--- src/rtl/arb_mux_rr_pkg.sv ---
// Shared definitions for the arbitrated N:1 output mux: mode encodings and
// an elaboration-time ceil(log2) helper.
package arb_mux_rr_pkg;

    localparam logic MODE_RR    = 1'b0;
    localparam logic MODE_FIXED = 1'b1;

    localparam int unsigned MIN_CHANNELS = 2;
    localparam int unsigned MAX_CHANNELS = 16;

    // Smallest r with 2**r >= v; clog2(1) = 0.
    function automatic int unsigned clog2(input int unsigned v);
        int unsigned r;
        r = 0;
        for (int unsigned i = 0; i < 32; i++) begin
            if ((32'd1 << i) < v) begin
                r = i + 1;
            end
        end
        return r;
    endfunction

endpackage

--- src/rtl/rr_arbiter.sv ---
// Combinational request arbiter: round-robin search from ptr, or fixed
// priority where the lowest index wins.
module rr_arbiter
    import arb_mux_rr_pkg::*;
#(
    parameter int unsigned N     = 4,
    parameter int unsigned SEL_W = 2
) (
    input  logic [N-1:0]     req,
    input  logic [SEL_W-1:0] ptr,
    input  logic             mode,
    output logic [N-1:0]     gnt_onehot,
    output logic [SEL_W-1:0] gnt_idx,
    output logic             any
);

    logic        found;
    int unsigned idx;

    always_comb begin
        gnt_onehot = '0;
        gnt_idx    = '0;
        found      = 1'b0;
        idx        = 0;
        any        = |req;

        if (mode == MODE_FIXED) begin
            for (int unsigned i = 0; i < N; i++) begin
                if (!found && req[i]) begin
                    found         = 1'b1;
                    gnt_idx       = SEL_W'(i);
                    gnt_onehot[i] = 1'b1;
                end
            end
        end else begin
            // Search upward from ptr, wrapping N-1 -> 0.
            for (int unsigned k = 0; k < N; k++) begin
                idx = 32'(ptr) + k;
                if (idx >= N) begin
                    idx = idx - N;
                end
                if (!found && req[idx]) begin
                    found           = 1'b1;
                    gnt_idx         = SEL_W'(idx);
                    gnt_onehot[idx] = 1'b1;
                end
            end
        end
    end

endmodule

--- src/rtl/arb_mux_rr.sv ---
// N-channel arbitrated mux with valid/ready handshakes into a single
// registered output stage; round-robin or fixed-priority selection.
module arb_mux_rr
    import arb_mux_rr_pkg::*;
#(
    parameter int unsigned WIDTH = 32,
    parameter int unsigned N     = 4,
    parameter int unsigned SEL_W = 2
) (
    input  logic               clk,
    input  logic               rst,
    input  logic               mode,
    input  logic [N-1:0]       in_valid,
    input  logic [N*WIDTH-1:0] in_data,
    output logic [N-1:0]       in_ready,
    output logic               out_valid,
    output logic [WIDTH-1:0]   out_data,
    output logic [SEL_W-1:0]   out_ch,
    input  logic               out_ready
);

    if (N < MIN_CHANNELS || N > MAX_CHANNELS) begin : gen_bad_n
        $error("arb_mux_rr: N must lie in 2..16");
    end
    if (SEL_W != clog2(N)) begin : gen_bad_sel_w
        $error("arb_mux_rr: SEL_W must equal ceil(log2(N))");
    end

    logic [N-1:0]     gnt_onehot;
    logic [SEL_W-1:0] gnt_idx;
    logic             any_req;
    logic             load;
    logic [WIDTH-1:0] sel_data;

    logic             out_valid_q, out_valid_d;
    logic [WIDTH-1:0] out_data_q, out_data_d;
    logic [SEL_W-1:0] out_ch_q, out_ch_d;
    logic [SEL_W-1:0] rr_ptr_q, rr_ptr_d;

    rr_arbiter #(
        .N     (N),
        .SEL_W (SEL_W)
    ) u_arbiter (
        .req        (in_valid),
        .ptr        (rr_ptr_q),
        .mode       (mode),
        .gnt_onehot (gnt_onehot),
        .gnt_idx    (gnt_idx),
        .any        (any_req)
    );

    // Reset suppresses the handshake so no producer believes its word was taken.
    assign load     = (!out_valid_q || out_ready) && any_req && !rst;
    assign in_ready = gnt_onehot & {N{load}};

    always_comb begin
        sel_data = '0;
        for (int unsigned i = 0; i < N; i++) begin
            if (gnt_onehot[i]) begin
                sel_data = sel_data | in_data[i*WIDTH +: WIDTH];
            end
        end
    end

    always_comb begin
        out_valid_d = out_valid_q;
        out_data_d  = out_data_q;
        out_ch_d    = out_ch_q;
        rr_ptr_d    = rr_ptr_q;
        if (load) begin
            out_valid_d = 1'b1;
            out_data_d  = sel_data;
            out_ch_d    = gnt_idx;
            // Advances in fixed mode too, so a return to round-robin stays fair.
            rr_ptr_d    = (gnt_idx == SEL_W'(N - 1)) ? '0 : gnt_idx + SEL_W'(1);
        end else if (out_valid_q && out_ready) begin
            out_valid_d = 1'b0;
        end
    end

    always_ff @(posedge clk) begin
        if (rst) begin
            out_valid_q <= 1'b0;
            out_data_q  <= '0;
            out_ch_q    <= '0;
            rr_ptr_q    <= '0;
        end else begin
            out_valid_q <= out_valid_d;
            out_data_q  <= out_data_d;
            out_ch_q    <= out_ch_d;
            rr_ptr_q    <= rr_ptr_d;
        end
    end

    assign out_valid = out_valid_q;
    assign out_data  = out_data_q;
    assign out_ch    = out_ch_q;

endmodule
--- config.mk ---
export PLATFORM = sky130hd
export DESIGN_NAME = arb_mux_rr
export DESIGN_NICKNAME = d
export VERILOG_FILES = /design/src/rtl/arb_mux_rr_pkg.sv /design/src/rtl/rr_arbiter.sv /design/src/rtl/arb_mux_rr.sv
export SDC_FILE = /design/constraint.sdc
export NUM_CORES = 1
export LEC_CHECK = 0
export ABC_AREA = 1
export ABC_CLOCK_PERIOD_IN_PS = 2200
export BUFFER_PORTS_ARGS = -buffer_cell sky130_fd_sc_hd__buf_2
export CORE_UTILIZATION = 42
export CTS_BUF_LIST = sky130_fd_sc_hd__clkbuf_8
export CTS_CLUSTER_DIAMETER = 200
export DETAILED_ROUTE_END_ITERATION = 16
export GPL_ROUTABILITY_DRIVEN = 0
export PLACE_DENSITY = 0.8
export SYNTH_ARGS = -nofsm -noshare
export SYNTH_HDL_FRONTEND = slang
export SYNTH_SLANG_ARGS = --single-unit
--- constraint.sdc ---
create_clock -name clk -period 2.2 [get_ports clk]
set_input_delay 0.44 -clock clk [delete_from_list [all_inputs] [get_ports clk]]
set_output_delay 0.44 -clock clk [all_outputs]
set_load 0.02 [all_outputs]
==> results.py, run 1 <==
metrics = {
    "yosys": {
        "syn_area_sq_um": 3090,
        "synthFlopType": "dfxtp_1",
        "synth_seq_cells": 37,
        "synth_top_area_share": 0.261,
        "yosysUniqueCellTypes": 30,
        "yosys.area.top_type": "nand3_1",
        "syn_inst": 472,
        "ys_warn_count": 0,
        "synth_edf_count": 0,
        "async_flop_share": 0,
        "synth_most_common_cell": "nand3_1",
        "synth_area_leaders": "nand3_1 (26%), dfxtp_1 (24%), nor2_1 (8.4%)",
        "ys_top_cells_by_count": "nand3_1 (161), nor2_1 (69), nand2_1 (66)",
        "synth_seq_area_share": 0.240,
        "synth_area_per_cell_sq_um": 6.55,
        "synthesis.nets": 612,
    },
    "clock_network": {
        "cts_buffer_depth": 2,
        "cts-root-buf": "clkbuf_8",
        "clk_pin_slew_worst_paths_ps": 80,
        "clkLatencyLatePin_ps": 290,
        "htree_levels": 2,
        "hold_buffers": 0,
        "numCtsBuffers": 5,
        "cts.sinks": 37,
        "cts_tree": "built",
    },
    "flow_run": {
        "cap_violations": 0,
    },
    "cells_and_area": {
        "area.growth.synth_to_final_pct": 38.7,
        "stdcell_area_sq_um": 4290,
        "nets": 790,
        "drive_above_1_share": 0.424,
    },
    "floorplan": {
        "rows": 30,
        "start_util": 0.445,
        "die_h_microns": 87.8,
        "die_width_microns": 87.8,
        "die_area_sq_um": 7710,
        "core_sq_um": 6940,
        "io_pins": 175,
    },
    "worst_setup_path": {
        "regToRegStartpoint": "rr_ptr_q[0]",
        "critPathCaptureType": "output port",
        "cp.required_ps": 1760,
        "critPathArrivalTime_ps": 1880,
        "r2r_end": "out_data[12]",
        "cp-start-kind": "flop",
        "critPathKind": "flop to output port",
        "r2r_setup_slack_ps": 140,
        "r2r_cells": 14,
        "crit_fanout": 5,
    },
    "global_routing": {
        "grt_pass1_wl_microns": 16900,
        "gr-total-overflow": 0,
        "grt_pass1_vias": 3632,
        "grt_max_degree": 70,
        "antenna_found_initial": 1,
        "grtUsageTotal": 0.283,
    },
    "hold_path": {
        "min_path_type": "primary input to flop",
        "hp-start": "rst",
        "min_to": "rr_ptr_q[0]",
        "min_path_cells": 2,
    },
    "route": {
        "drcViolationCount": 0,
        "dr.pass1.iters": 5,
        "wl_per_cell_microns": 15.5,
        "vias": 4111,
        "routed_wl_microns": 11600,
        "vias_per_cell": 5.50,
        "antenna_left": 0,
        "drtIter0Drc": 229,
    },
    "placed_design": {
        "io_buffers": 174,
        "hpwl_microns": 8440,
        "pre_cts_slack_ps": 3.42,
        "place_area_sq_um": 4020,
    },
    "pwr": {
        "ir_drop_v": 0.000448,
        "powerDensity_nw_per_um2": 702,
        "p_leak_nw": 2.17,
    },
    "sta": {
        "hold_viol": 0,
        "slew_headroom": 0.740,
        "fin_worst_skew_ps": 8.06,
        "hold_slack_ps": 396,
        "worst_pin_slew_ps": 389,
        "setup_violations": 4,
        "fin_ws_ps": -119,
        "fmax_mhz": 431,
        "final.period_utilization": 1.05,
        "slew_viol_final": 0,
        "min_period_ps": 2320,
        "rsz0062_at_grt": "yes",
    },
    "run_status": {
        "violations": "setup timing",
        "status": "finished with violations",
    },
}
## registers in the layout (all words and copies together) (netlist names)
name / cells
out_valid: 1
out_data: 32
out_ch: 2
rr_ptr_q: 2
## critical path, cell delays in order, from the launching register on
cell,delay (ps)
dfxtp_4,360
inv_4,40
ha_4,300
inv_4,60
nand2_4,70
nand2_4,80
nor2_8,110
nand4_1,150
nand3_4,150
nand2_4,60
nor2_4,80
buf_6,120
## kinds of logic (layout without fill, tap and decap cells)
kind of cell / count (synthesis) / in the layout / share of synthesized area
other cells: 0 / 1 / 0
flops: 37 / 37 / 0.240
buf+inv: 48 / 226 / 0.115
fa+ha+maj: 4 / 4 / 0.0162
simple gates: 336 / 337 / 0.547
compound gates: 47 / 47 / 0.0818
## where the power goes
group	switching, mW	internal (mW)
logic	1.06	0.634
clock network	0.250	0.220
registers	0.0605	0.788
## area by class of cell
type                            count  area, sq um
Inverter                           14         60.1
Antenna cell                        1         2.50
Sequential cell                    37          746
Timing Repair Buffer              204         1140
Tap cell                           96          120
Clock buffer                        5         68.8
Fill cell                         647         2660
Multi-Input combinational cell    388         2130
Clock inverter                      3         16.3
## cells in the final DEF, fill, tap and decap left out
cell / instances
o21ai_2: 1
o21bai_1: 1
buf_8: 1
dfxtp_2: 1
dfxtp_1: 35
nand2_8: 1
clkinv_1: 1
o21ai_0: 3
clkbuf_8: 5
nor2_8: 1
nand2_2: 15
nand3_2: 20
o21ai_1: 1
nand2_4: 5
buf_2: 170
dfxtp_4: 1
a21oi_2: 4
nor2_1: 65
buf_12: 1
nor3_4: 1
ha_1: 3
buf_4: 27
nor2_4: 6
buf_6: 5
a21oi_1: 37
diode_2: 1
ha_4: 1
inv_4: 4
clkinv_2: 2
nand4_1: 7
inv_2: 1
nand3_4: 3
nand2_1: 56
inv_1: 9
nand3_1: 157
## worst max path at each step
stage / from / to / slack (ps) / cells past startpoint
detailed placement: in_valid[3] / in_ready[1] / 3 / 11
floorplan: rr_ptr_q[1] / in_ready[2] / 20 / 11
CTS: rr_ptr_q[0] / in_ready[1] / -100 / 11
global route: rr_ptr_q[1] / in_ready[3] / -170 / 11
finish: rr_ptr_q[0] / in_ready[1] / -120 / 11
global placement: in_valid[3] / in_ready[1] / 90 / 11
## what timing repair did
action,in CTS,in global routing
gates resized for setup,17,15
gates cloned,1,0
setup endpoints to repair,4,24
setup buffers,4,4
pin swaps,9,14
## per-layer routing
layer	wire length, microns	share of wire	vias up	global-route usage
met5	0	0	-	0
met4	229	0.020	0	0.0999
met3	1060	0.091	22	0.0584
met2	5780	0.50	235	0.510
met1	4560	0.39	1878	0.330
li1	-	-	1976	-
## metrics by stage
stage,instances,util,power (mW),setup TNS (ps)
2_1_floorplan,472,-,1.96,0
3_3_place_gp,731,0.579,2.34,0
3_5_place_dp,731,0.579,2.38,0
4_1_cts,744,0.605,2.94,-373
5_1_grt,748,0.617,3.20,-624
6_report,748,0.617,3.01,-338
Power figures use the tool's default switching activity.
==> run 2: changes to the inputs <==
--- a/config.mk
+++ b/config.mk
@@ -7,13 +7,13 @@
 export LEC_CHECK = 0
 export ABC_AREA = 1
 export ABC_CLOCK_PERIOD_IN_PS = 2200
-export BUFFER_PORTS_ARGS = -buffer_cell sky130_fd_sc_hd__buf_2
-export CORE_UTILIZATION = 42
+export CORE_UTILIZATION = 60
 export CTS_BUF_LIST = sky130_fd_sc_hd__clkbuf_8
 export CTS_CLUSTER_DIAMETER = 200
 export DETAILED_ROUTE_END_ITERATION = 16
+export DONT_BUFFER_PORTS = 1
 export GPL_ROUTABILITY_DRIVEN = 0
-export PLACE_DENSITY = 0.8
+export PLACE_DENSITY = 0.79
 export SYNTH_ARGS = -nofsm -noshare
 export SYNTH_HDL_FRONTEND = slang
 export SYNTH_SLANG_ARGS = --single-unit
==> run 2 against run 1 <==
Net effect:
- the run still ends with setup timing left
- sequential power increased by 20%
- final cell count fell by 28%
- fmax is 2.0% higher
- flip-flop and latch count unchanged
- register-to-register slack got worse by 90 ps
- final area down 22%
- sequential share of layout area up 5.1 points
- critical path depth unchanged
- critical path type unchanged
- combinational power is 25% lower
- clock power fell by 5.7%
- clock skew is 2.5 ps lower
- non-clock buffer count down 178
- largest power group unchanged
==> results.py, run 2 (synthesized netlist as in run 1, its figures left out) <==
metrics = {
    "run_status": {
        "status": "finished with violations",
        "violations": "setup timing",
    },
    "placed_design": {
        "io_buffers": 0,
        "place_area_sq_um": 3050,
        "dpl.cell_count": 519,
        "hpwl_microns": 6840,
        "pre_cts_slack_ps": 0.602,
    },
    "sta": {
        "slew_viol_final": 0,
        "worst_pin_slew_ps": 963,
        "min_period_ps": 2270,
        "timing.setup.tns_ps": -265,
        "hold_slack_ps": 205,
        "hold_viol": 0,
        "rsz0062_at_grt": "yes",
        "fin_ws_ps": -74.1,
        "slew_headroom": 0.354,
        "final.period_utilization": 1.03,
        "fin_worst_skew_ps": 5.52,
        "setup_violations": 4,
        "fmax_mhz": 440,
    },
    "worst_setup_path": {
        "cp.required_ps": 1760,
        "crit_buf_inv": 3,
        "r2r_setup_slack_ps": 50,
        "slowest_delay_ps": 390,
        "cpMaxStageDelayCell": "dfxtp_4",
        "r2r_end": "out_data[7]",
        "cp-start-kind": "flop",
        "crit_cells": 11,
        "r2r_cells": 14,
        "regToRegStartpoint": "rr_ptr_q[0]",
        "critPathArrivalTime_ps": 1830,
        "critPathTopFamily": "simple AND/OR/NAND/NOR gates",
        "path_cells": "inv_8 -> ha_4 -> inv_4 -> nand2_4 -> nand2_4 -> nor2_8 -> buf_6 -> nand3_1 -> nand3_2 -> nand2_2 -> nor2_4",
        "crit_fanout": 6,
        "cp_common_cell": "nand2_4",
        "critPathCaptureType": "output port",
        "critPathKind": "flop to output port",
    },
    "global_routing": {
        "gr-total-overflow": 0,
        "antenna_found_initial": 0,
        "grtUsageTotal": 0.342,
        "grt_pass1_vias": 2959,
        "grt_pass1_wl_microns": 14300,
        "grt_max_degree": 70,
    },
    "hold_path": {
        "min_to": "rr_ptr_q[0]",
        "min_path_cells": 1,
        "min_path_type": "primary input to flop",
        "hp-start": "rst",
    },
    "cells_and_area": {
        "multi_input_comb_area_sq_um": 2120,
        "area.growth.synth_to_final_pct": 7.65,
        "largest_reg_flops": 32,
        "drive_above_1_share": 0.204,
        "stdcell_area_sq_um": 3330,
        "final_common_cell": "nand3_1",
        "layout_common_cells": "nand3_1 (157), nor2_1 (64), nand2_1 (57)",
        "final_cell_count_no_fill": 537,
        "regArea_sq_um": 748,
        "fillCellCount": 449,
        "nets": 611,
        "antenna_cells": 0,
    },
    "clock_network": {
        "hold_buffers": 0,
        "cts.sinks": 37,
        "htree_levels": 2,
        "cts_buffer_depth": 2,
        "numCtsBuffers": 5,
        "cts_tree": "built",
        "clk_pin_slew_worst_paths_ps": 70,
        "clkLatencyLatePin_ps": 290,
        "cts-root-buf": "clkbuf_8",
    },
    "route": {
        "drcViolationCount": 0,
        "antenna_left": 0,
        "vias": 3443,
        "wl_per_cell_microns": 18.4,
        "drtIter0Drc": 224,
        "routed_wl_microns": 9880,
        "dr.pass1.iters": 5,
        "vias_per_cell": 6.41,
    },
    "floorplan": {
        "die_area_sq_um": 5440,
        "die_width_microns": 73.8,
        "die_h_microns": 73.8,
        "rows": 25,
        "core_sq_um": 4850,
        "start_util": 0.637,
        "io_pins": 175,
    },
    "pwr": {
        "ir_drop_v": 0.000508,
        "p_leak_nw": 1.45,
        "powerDensity_nw_per_um2": 821,
    },
    "flow_run": {
        "cap_violations": 0,
    },
}
-- run 2: repair_timing --
| item | 4_1_cts | 5_1_grt |
|---|---|---|
| endpoints found under the setup margin | 4 | 30 |
| gates resized for setup | 18 | 15 |
| pin swaps | 16 | 14 |
| setup buffers | 10 | 2 |
-- run 2: worst max path at each step --
stage,start,slack (ps),endpoint
CTS,rr_ptr_q[0],-100,in_ready[3]
floorplan,rr_ptr_q[1],20,in_ready[2]
finish,rr_ptr_q[0],-70,in_ready[2]
detailed placement,rr_ptr_q[0],0.6,out_data[7]
global route,rr_ptr_q[0],-140,in_ready[0]
global placement,rr_ptr_q[0],110,out_data[7]
-- run 2: area by class of cell --
type	instances	share of cell area
inverter	14	0.0196
multi-input combinational	387	0.638
clock buffer	5	0.0207
tap	67	0.0252
clock inverter	1	0.00150
sequential	37	0.225
timing repair buffer	26	0.0703
-- run 2: power by group --
| part | switching (mW) | internal, mW |
|---|---|---|
| clock network | 0.235 | 0.208 |
| logic | 0.793 | 0.475 |
| registers | 0.230 | 0.791 |
| total | 1.26 | 1.47 |
-- run 2: metrics by stage --
| stage | power, mW | util |
|---|---|---|
| after floorplan | 1.96 | - |
| after global routing | 2.88 | 0.686 |
| after global placement | 2.08 | 0.629 |
| after CTS | 2.66 | 0.670 |
| after detailed placement | 2.12 | 0.629 |
| final | 2.73 | 0.686 |
-- run 2: per-layer routing --
| metal | wire length [microns] | up-vias | GRT usage |
|---|---|---|---|
| li1 | - | 1615 | - |
| met5 | 0 | - | 0 |
| met4 | 199 | 0 | 0.126 |
| met1 | 3780 | 1589 | 0.386 |
| met2 | 4840 | 213 | 0.597 |
| met3 | 1060 | 26 | 0.112 |
==> run 3: changes to the inputs <==
--- a/config.mk
+++ b/config.mk
@@ -7,13 +7,12 @@
 export LEC_CHECK = 0
 export ABC_AREA = 1
 export ABC_CLOCK_PERIOD_IN_PS = 2200
-export CORE_UTILIZATION = 60
+export CORE_UTILIZATION = 31
 export CTS_BUF_LIST = sky130_fd_sc_hd__clkbuf_8
 export CTS_CLUSTER_DIAMETER = 200
 export DETAILED_ROUTE_END_ITERATION = 16
 export DONT_BUFFER_PORTS = 1
 export GPL_ROUTABILITY_DRIVEN = 0
-export PLACE_DENSITY = 0.79
 export SYNTH_ARGS = -nofsm -noshare
 export SYNTH_HDL_FRONTEND = slang
 export SYNTH_SLANG_ARGS = --single-unit
==> run 3 against run 2 <==
Net effect:
- the run still ends with setup timing left
- routed wire length grew 16%
- global-route usage fell by 14 points
- register-to-register slack is essentially flat
- critical path type unchanged
==> results.py, run 3 (synthesized netlist as in run 1, its figures left out) <==
metrics = {
    "run_status": {
        "status": "finished with violations",
        "violations": "setup timing",
    },
    "floorplan": {
        "io_pins": 175,
        "die_h_microns": 102,
        "rows": 36,
        "die_area_sq_um": 10400,
        "die_width_microns": 102,
        "core_sq_um": 9730,
        "start_util": 0.318,
    },
    "worst_setup_path": {
        "crit_buf_inv": 3,
        "r2r_end": "out_data[6]",
        "critPathCaptureType": "output port",
        "critPathTopFamily": "simple AND/OR/NAND/NOR gates",
        "slowest_delay_ps": 370,
        "critPathKind": "flop to output port",
        "r2r_setup_slack_ps": 60,
        "cp.required_ps": 1760,
        "critPathArrivalTime_ps": 1840,
        "r2r_cells": 16,
        "cp-start-kind": "flop",
        "regToRegStartpoint": "rr_ptr_q[0]",
        "crit_fanout": 6,
        "path_cells": "inv_4 -> ha_4 -> inv_4 -> nand2_4 -> nand2_4 -> nor2_8 -> buf_6 -> nand3_1 -> nand3_2 -> nand2_2 -> nor2_4",
        "cpMaxStageDelayCell": "dfxtp_4",
    },
    "placed_design": {
        "hpwl_microns": 8370,
        "io_buffers": 0,
    },
    "cells_and_area": {
        "antenna_cells": 0,
        "area.growth.synth_to_final_pct": 14.4,
        "nets": 623,
        "final_common_cell": "nand3_1",
        "layout_common_cells": "nand3_1 (157), nor2_1 (64), nand2_1 (57)",
        "largest_reg_flops": 32,
        "drive_above_1_share": 0.225,
    },
    "clock_network": {
        "clkLatencyLatePin_ps": 300,
        "clk_pin_slew_worst_paths_ps": 80,
        "cts_buffer_depth": 2,
        "numCtsBuffers": 5,
        "htree_levels": 2,
        "hold_buffers": 0,
        "cts.sinks": 37,
        "cts_tree": "built",
        "cts-root-buf": "clkbuf_8",
    },
    "pwr": {
        "p_leak_nw": 1.53,
        "p_total_mw": 2.98,
        "ir_drop_v": 0.000338,
        "powerDensity_nw_per_um2": 843,
    },
    "route": {
        "wl_per_cell_microns": 18.6,
        "vias": 3482,
        "antenna_left": 0,
        "drtIter0Drc": 171,
        "routed_wl_microns": 11500,
        "drcViolationCount": 0,
        "vias_per_cell": 5.64,
        "dr.pass1.iters": 5,
    },
    "sta": {
        "slew_headroom": 0.674,
        "fmax_mhz": 438,
        "setup_violations": 4,
        "rsz0062_at_grt": "yes",
        "fin_ws_ps": -84.9,
        "hold_slack_ps": 194,
        "fin_worst_skew_ps": 9.79,
        "hold_viol": 0,
        "final.period_utilization": 1.04,
        "worst_pin_slew_ps": 486,
        "min_period_ps": 2280,
        "timing.setup.tns_ps": -257,
        "slew_viol_final": 0,
    },
    "global_routing": {
        "antenna_found_initial": 0,
        "grtUsageTotal": 0.198,
        "grt_pass1_wl_microns": 15500,
        "grt_pass1_vias": 3092,
        "gr-total-overflow": 0,
        "grt_max_degree": 41,
    },
    "hold_path": {
        "min_to": "rr_ptr_q[0]",
        "min_path_type": "primary input to flop",
        "min_path_cells": 1,
        "hp-start": "rst",
    },
    "flow_run": {
        "cap_violations": 0,
    },
}
## run 3: stage by stage
step / std cells / instance area [sq um] / util / setup WS, ps
after floorplan: 472 / 3140 / - / 24.4
after global placement: 593 / 3190 / 0.328 / 121
after detailed placement: 593 / 3190 / 0.328 / 59.9
after CTS: 610 / 3400 / 0.350 / -127
after global routing: 617 / 3530 / 0.363 / -176
final: 617 / 3530 / 0.363 / -84.9
## run 3: report_power, final
part | internal (mW) | total, mW | switching (mW) | leakage, nW
logic | 0.528 | 1.34 | 0.814 | 1.16
clock network | 0.340 | 0.626 | 0.286 | 0.0543
registers | 0.789 | 1.01 | 0.224 | 0.312
## run 3: layout make-up
class,instances,area (sq um)
Multi-Input combinational cell,387,2100
Fill cell,1055,6190
Clock buffer,5,68.8
Timing Repair Buffer,38,343
Inverter,14,60.1
Sequential cell,37,746
Clock inverter,3,46.3
Tap cell,133,166
## run 3: how the worst max path moves through the flow
stage                start          end  slack, ps  cells past startpoint
2_1_floorplan  rr_ptr_q[1]  in_ready[2]         20                     11
3_3_place_gp   rr_ptr_q[0]  out_data[2]        120                     13
3_5_place_dp   rr_ptr_q[0]  out_data[6]         60                     13
4_1_cts        rr_ptr_q[0]  in_ready[3]       -130                     11
5_1_grt        rr_ptr_q[0]  in_ready[3]       -180                     11
6_report       rr_ptr_q[0]  in_ready[2]        -80                     11
## run 3: repair_timing
| action | in CTS | in global routing |
|---|---|---|
| setup buffers | 9 | 7 |
| endpoints found under the setup margin | 4 | 31 |
| gates resized for setup | 11 | 21 |
| pin swaps | 14 | 14 |
| endpoints found under the hold margin | 0 | 0 |
## run 3: routing by layer
layer,global-route usage,part of all wire,wire length (microns),vias to the layer above
met1,0.225,0.37,4300,1611
met3,0.0636,0.11,1320,27
met4,0.102,0.037,424,0
met2,0.334,0.47,5460,206
li1,-,-,-,1638
met5,0,0,0,-
